### src/rtl/mul_div_unit.sv
// Iterative radix-2 multiply/divide unit: WIDTH+2 cycle latency for every op.
// Divide hardware is present only when MUL_DIV_UNIT_DIV_EN is defined.
//
// state  | meaning
// IDLE   | waiting for start
// RUN    | first cycle forms operand magnitudes, then WIDTH radix-2 steps
// FIX    | sign correction, write hi/lo/dbz
// DONE   | result valid for one cycle, may accept a new start
module mul_div_unit #(
  parameter int WIDTH = 32
) (
  input  logic             clk,
  input  logic             clr,
  input  logic             start,
  input  logic [1:0]       op,
  input  logic [WIDTH-1:0] a,
  input  logic [WIDTH-1:0] b,
  output logic [WIDTH-1:0] hi,
  output logic [WIDTH-1:0] lo,
  output logic             busy,
  output logic             done,
  output logic             dbz
);

  localparam int CW = $clog2(WIDTH + 1);
  localparam logic [CW-1:0] CNT_INIT = CW'(WIDTH);

  typedef enum logic [1:0] {S_IDLE, S_RUN, S_FIX, S_DONE} state_t;

  state_t           r_state, w_next;
  logic [CW-1:0]    r_cnt;
  logic [1:0]       r_op;
  logic [WIDTH-1:0] r_a, r_b, r_m, r_q;
  logic [WIDTH:0]   r_acc;

  logic             w_accept, w_is_div, w_signed, w_sa, w_sb;
  logic [WIDTH-1:0] w_abs_a, w_abs_b, w_q_nx, w_hi, w_lo;
  logic [WIDTH:0]   w_msum, w_acc_nx;
  logic [2*WIDTH-1:0] w_prod, w_prod_fix;
  logic             w_dbz;

  assign w_accept = start && (r_state == S_IDLE || r_state == S_DONE);
  assign busy     = (r_state == S_RUN) || (r_state == S_FIX);
  assign done     = (r_state == S_DONE);

  always_ff @(posedge clk or negedge clr) begin
    if (!clr) r_state <= S_IDLE;
    else      r_state <= w_next;
  end

  always_comb begin
    w_next = r_state;
    case (r_state)
      S_IDLE: if (start) w_next = S_RUN;
      S_RUN:  if (r_cnt == '0) w_next = S_FIX;
      S_FIX:  w_next = S_DONE;
      S_DONE: w_next = start ? S_RUN : S_IDLE;
      default: w_next = S_IDLE;
    endcase
  end

  assign w_is_div = r_op[1];
  assign w_signed = ~r_op[0];
  assign w_sa     = w_signed & r_a[WIDTH-1];
  assign w_sb     = w_signed & r_b[WIDTH-1];
  assign w_abs_a  = w_sa ? -r_a : r_a;
  assign w_abs_b  = w_sb ? -r_b : r_b;

  // Multiply: r_m holds |a|, r_q holds |b| and collects the low product half.
  assign w_msum = r_acc + (r_q[0] ? {1'b0, r_m} : '0);

`ifdef MUL_DIV_UNIT_DIV_EN
  logic [WIDTH:0] w_rsh;
  logic           w_rge;
  assign w_rsh = {r_acc[WIDTH-1:0], r_q[WIDTH-1]};
  assign w_rge = (w_rsh >= {1'b0, r_m});
`endif

  always_comb begin
    w_acc_nx = {1'b0, w_msum[WIDTH:1]};
    w_q_nx   = {w_msum[0], r_q[WIDTH-1:1]};
`ifdef MUL_DIV_UNIT_DIV_EN
    if (w_is_div) begin
      w_acc_nx = w_rge ? (w_rsh - {1'b0, r_m}) : w_rsh;
      w_q_nx   = {r_q[WIDTH-2:0], w_rge};
    end
`endif
  end

  assign w_prod     = {r_acc[WIDTH-1:0], r_q};
  assign w_prod_fix = (w_sa ^ w_sb) ? -w_prod : w_prod;

  always_comb begin
    w_hi  = w_prod_fix[2*WIDTH-1:WIDTH];
    w_lo  = w_prod_fix[WIDTH-1:0];
    w_dbz = 1'b0;
    if (w_is_div) begin
`ifdef MUL_DIV_UNIT_DIV_EN
      if (r_b == '0) begin
        w_hi  = r_a;
        w_lo  = '1;
        w_dbz = 1'b1;
      end else begin
        w_lo = (w_sa ^ w_sb) ? -r_q : r_q;
        w_hi = w_sa ? -r_acc[WIDTH-1:0] : r_acc[WIDTH-1:0];
      end
`else
      w_hi = '0;
      w_lo = '0;
`endif
    end
  end

  always_ff @(posedge clk or negedge clr) begin
    if (!clr) begin
      r_cnt <= '0;
      r_op  <= '0;
      r_a   <= '0;
      r_b   <= '0;
      r_m   <= '0;
      r_q   <= '0;
      r_acc <= '0;
      hi    <= '0;
      lo    <= '0;
      dbz   <= 1'b0;
    end else if (w_accept) begin
      r_op  <= op;
      r_a   <= a;
      r_b   <= b;
      r_cnt <= CNT_INIT;
    end else if (r_state == S_RUN) begin
      if (r_cnt == CNT_INIT) begin
        r_acc <= '0;
        r_m   <= w_is_div ? w_abs_b : w_abs_a;
        r_q   <= w_is_div ? w_abs_a : w_abs_b;
      end else begin
        r_acc <= w_acc_nx;
        r_q   <= w_q_nx;
      end
      r_cnt <= r_cnt - 1'b1;
    end else if (r_state == S_FIX) begin
      hi  <= w_hi;
      lo  <= w_lo;
      dbz <= w_dbz;
    end
  end

endmodule

### config.mk
export PLATFORM = sky130hd
export DESIGN_NAME = mul_div_unit
export DESIGN_NICKNAME = d
export VERILOG_FILES = /design/src/rtl/mul_div_unit.sv
export SDC_FILE = /design/constraint.sdc
export NUM_CORES = 1
export LEC_CHECK = 0
export ABC_AREA = 1
export BUFFER_PORTS_ARGS = -buffer_cell sky130_fd_sc_hd__clkbuf_2
export CAP_MARGIN = 20
export CORE_MARGIN = 4
export CORE_UTILIZATION = 55
export DETAILED_ROUTE_END_ITERATION = 7
export GPL_TIMING_DRIVEN = 0
export PLACE_DENSITY = 0.84
export SLEW_MARGIN = 20
export SYNTH_ARGS = -nofsm -noshare
export SYNTH_HDL_FRONTEND = slang
export SYNTH_SLANG_ARGS = --single-unit
### constraint.sdc
create_clock -name clk -period 4.64 [get_ports clk]
set_input_delay 0.464 -clock clk [delete_from_list [all_inputs] [get_ports clk]]
set_output_delay 0.464 -clock clk [all_outputs]
set_load 0.02 [all_outputs]
==> flow_summary.ini <==
[placement]
gp_congestion = 0.976
dpl.cell_count = 2996
placed_cell_area_sq_um = 17300
numPortBuffers = 134
place_worst_setup_slack_ps = 1670
dpl.hpwl_mm = 47.1

[status]
status = completed

[setup_path]
critPathLaunchType = register
critPathRequiredTime_ps = 5030
path_class = reg2reg
cp_slowest_cell = clkbuf_1
max_stage_delay_ps = 750
cp_max_fo = 10
crit_arrival_ps = 3520
critPathCaptureType = register
path_cells = inv_1 > ha_1 > inv_1 > nand2_2 > inv_2 > clkbuf_1 > clkbuf_1 > o21ai_0

[clock_network]
cts-buffers-inserted = 28
htree_levels = 1
insertion_delay_ps = 570
cts_sinks = 234
cts_root_buf = clkbuf_16
cts_tree = done
post_cts.repair.setup_buffers = 0
clkTransAtPathRegs_ps = 60
clk_path_buf_depth = 3

[sta]
maxSlewViolCount = 0
fmax_ghz = 0.320
finalHoldViolations = 0
final-setup-viol-count = 0
slew_headroom_pct = 29.6
finalSetupTns_ps = 0
rsz0062_at_grt = no
tightest_slew_ps = 1060
fin_skew_ps = 17.4
timing.final.crit_period_ps = 3120
final.setup.worst_slack_ps = 1520
finalCritPeriodShare_pct = 67.3

[final_layout]
syn_to_final_growth_pct = 14.0
layout.cells.non_filler = 3049
fin_area_sq_um = 18300
nets = 2755
diodes = 0
drive_gt1_share_pct = 9.53

[synth]
yosys.area.top_type_share_pct = 36.5
synth-seq-area-share_pct = 36.5
synth_commonest_cells = nand2_1 (858), nor2_1 (269), inv_1 (263)
netlist_instances = 2476
netlist_area_sq_um = 16100
synth_xor_area_share_pct = 1.75
synth_compound_area_share_pct = 10.9
synth_edf_count = 0
synth_nets = 2588
syn_avg_cell_area_sq_um = 6.48
yosys.area.top_type = dfrtp_1
synthAdderAreaFrac_pct = 3.40
synth_most_common_cell = nand2_1
ys.warnings.count = 0
synthFlopType = dfrtp_1
async_reset_ff_share_pct = 100
synthTopCellsByArea = dfrtp_1 (36%), nand2_1 (20%), nand3_1 (8.0%)
synth_top_family_by_area = simple AND/OR/NAND/NOR gates
synth_mux_area_share_pct = 0
synth_seq_cells = 234
synthSimpleGateAreaFrac_pct = 38.6
synth_cell_types = 45

[global_route]
grt_pass1_wl_mm = 91.5
grt-ovfl-total = 0
grt_usage_pct = 36.7
grt_pass1_vias = 16500
antenna_found_initial = 0
grt_max_degree = 83

[floorplanning]
die_area_sq_um = 32000
num_io_pins = 136
num_rows = 62
die_h_microns = 179
die-width_microns = 179
fp.coreArea_sq_um = 28800
start_util_pct = 55.8

[route]
via_count = 17600
ant_nets = 0
first_pass_iters = 6
routedWlPerCell_microns = 19.2
wirelength_mm = 58.6
routed_via_density = 5.76
drc = 0
drt_iter0_drc = 2067

[hold_path]
holdCritPathClass = in2reg

[flow_run]
drv_cap = 0

[power_and_ir_drop]
p_leak_nw = 9.13
pwr_density_cell_nw_per_um2 = 247
peakVddDrop_v = 0.000262
[report_power, final]
group	internal, mW	switching [mW]	total [mW]	leakage [nW]
Combinational	0.0265	0.0499	0.0764	6.06
Sequential	2.04	0	2.04	2.58
Clock	1.50	0.911	2.41	0.491
[registers in the layout (all words and copies together), names as in the netlist]
register / cells
hi: 32
lo: 32
r_a: 32
r_acc: 32
r_b: 32
r_cnt: 6
r_m: 32
r_op: 2
r_q: 32
r_state: 2
[critical path: cells and delay by family (launching register included)]
family                     cells  cell delay, ps
buffers and inverters          5            1860
DFF                            1             400
adders and majority gates      1             320
AOI/OAI and AO/OA              1             190
and+or+nand+nor                1             160
[area by class of cell]
cell class | instances | area (sq um)
clock buffer | 40 | 816
timing repair buffer | 137 | 744
buffer | 80 | 392
clock inverter | 12 | 208
fill | 2706 | 10500
tap | 384 | 480
inverter | 272 | 1020
sequential | 234 | 5860
multi-input combinational | 1890 | 8780
[through the flow]
| step | total power, mW | utilization, % | hold WS, ps |
|---|---|---|---|
| 2_1_floorplan | 2.08 | - | 168 |
| 3_3_place_gp | 2.15 | 59.8 | 462 |
| 3_5_place_dp | 2.16 | 60.0 | 466 |
| 4_1_cts | 4.55 | 63.6 | 89.1 |
| 5_1_grt | 4.65 | 63.6 | 107 |
| 6_report | 4.53 | 63.6 | 104 |
[layer usage]
layer,wire length (microns),track usage (%),vias to the layer above,share of wire (%)
li1,-,-,8298,-
met1,25200,51.7,8193,43
met2,25800,57.8,908,44
met3,4860,4.28,158,8.3
met4,2730,14.9,0,4.7
met5,0,0,-,0
[kinds of logic (layout without fill, tap and decap cells)]
logic type / count (synthesis) / in the layout
xor gates and xnor gates: 32 / 32
and+or+nand+nor: 1487 / 1487
AOI/OAI and AO/OA: 327 / 327
adders and majority gates: 43 / 43
other: 1 / 1
buffers and inverters: 352 / 541
DFF: 234 / 234
[path summary, 6_finish.rpt]
check | startpoint | end | slack [ps] | cells after the start
setup / recovery | r_state[0] | r_a[30] | 1520 | 8
hold / removal | b[5] | r_b[5] | 100 | 3
setup reg to reg | r_state[0] | r_a[30] | 1520 | 8
hold reg to reg | hi[30] | hi[30] | 480 | 2
max in group asynchronous | clr | r_a[26] | 3300 | 3
min in group asynchronous | clr | r_cnt[5] | 470 | 2
[placed cells by master, fill, tap and decap left out, types with 5 or more instances in the layout]
cell type  synthesis  final
a21oi_1           56     56
bufinv_16          0      5
buf_2             16     16
o21ai_0          192    192
xor2_1            29     29
nor2_2             6      6
clkbuf_8           0      8
inv_1            263    263
inv_2              9      9
clkbuf_16          0     28
nand2_2            5      5
nand2_1          858    858
ha_1              42     42
nand4_1           36     36
o221ai_1           6      6
o21ai_1           28     28
nand3_1          257    257
clkbuf_2           0    133
o21bai_1           6      6
o22ai_1           22     22
nor3_1            18     18
or2_2              6      6
nor2_4             5      5
buf_4              9      9
nor2_1           269    269
clkbuf_1          46     51
dfrtp_1          234    234
buf_6              5      5
nand3b_1          10     10
[repair_timing]
action,in CTS,in global routing
hold buffers,1,0
resized for setup,0,0
hold endpoints to repair,68,0
Power figures use the tool's default switching activity.
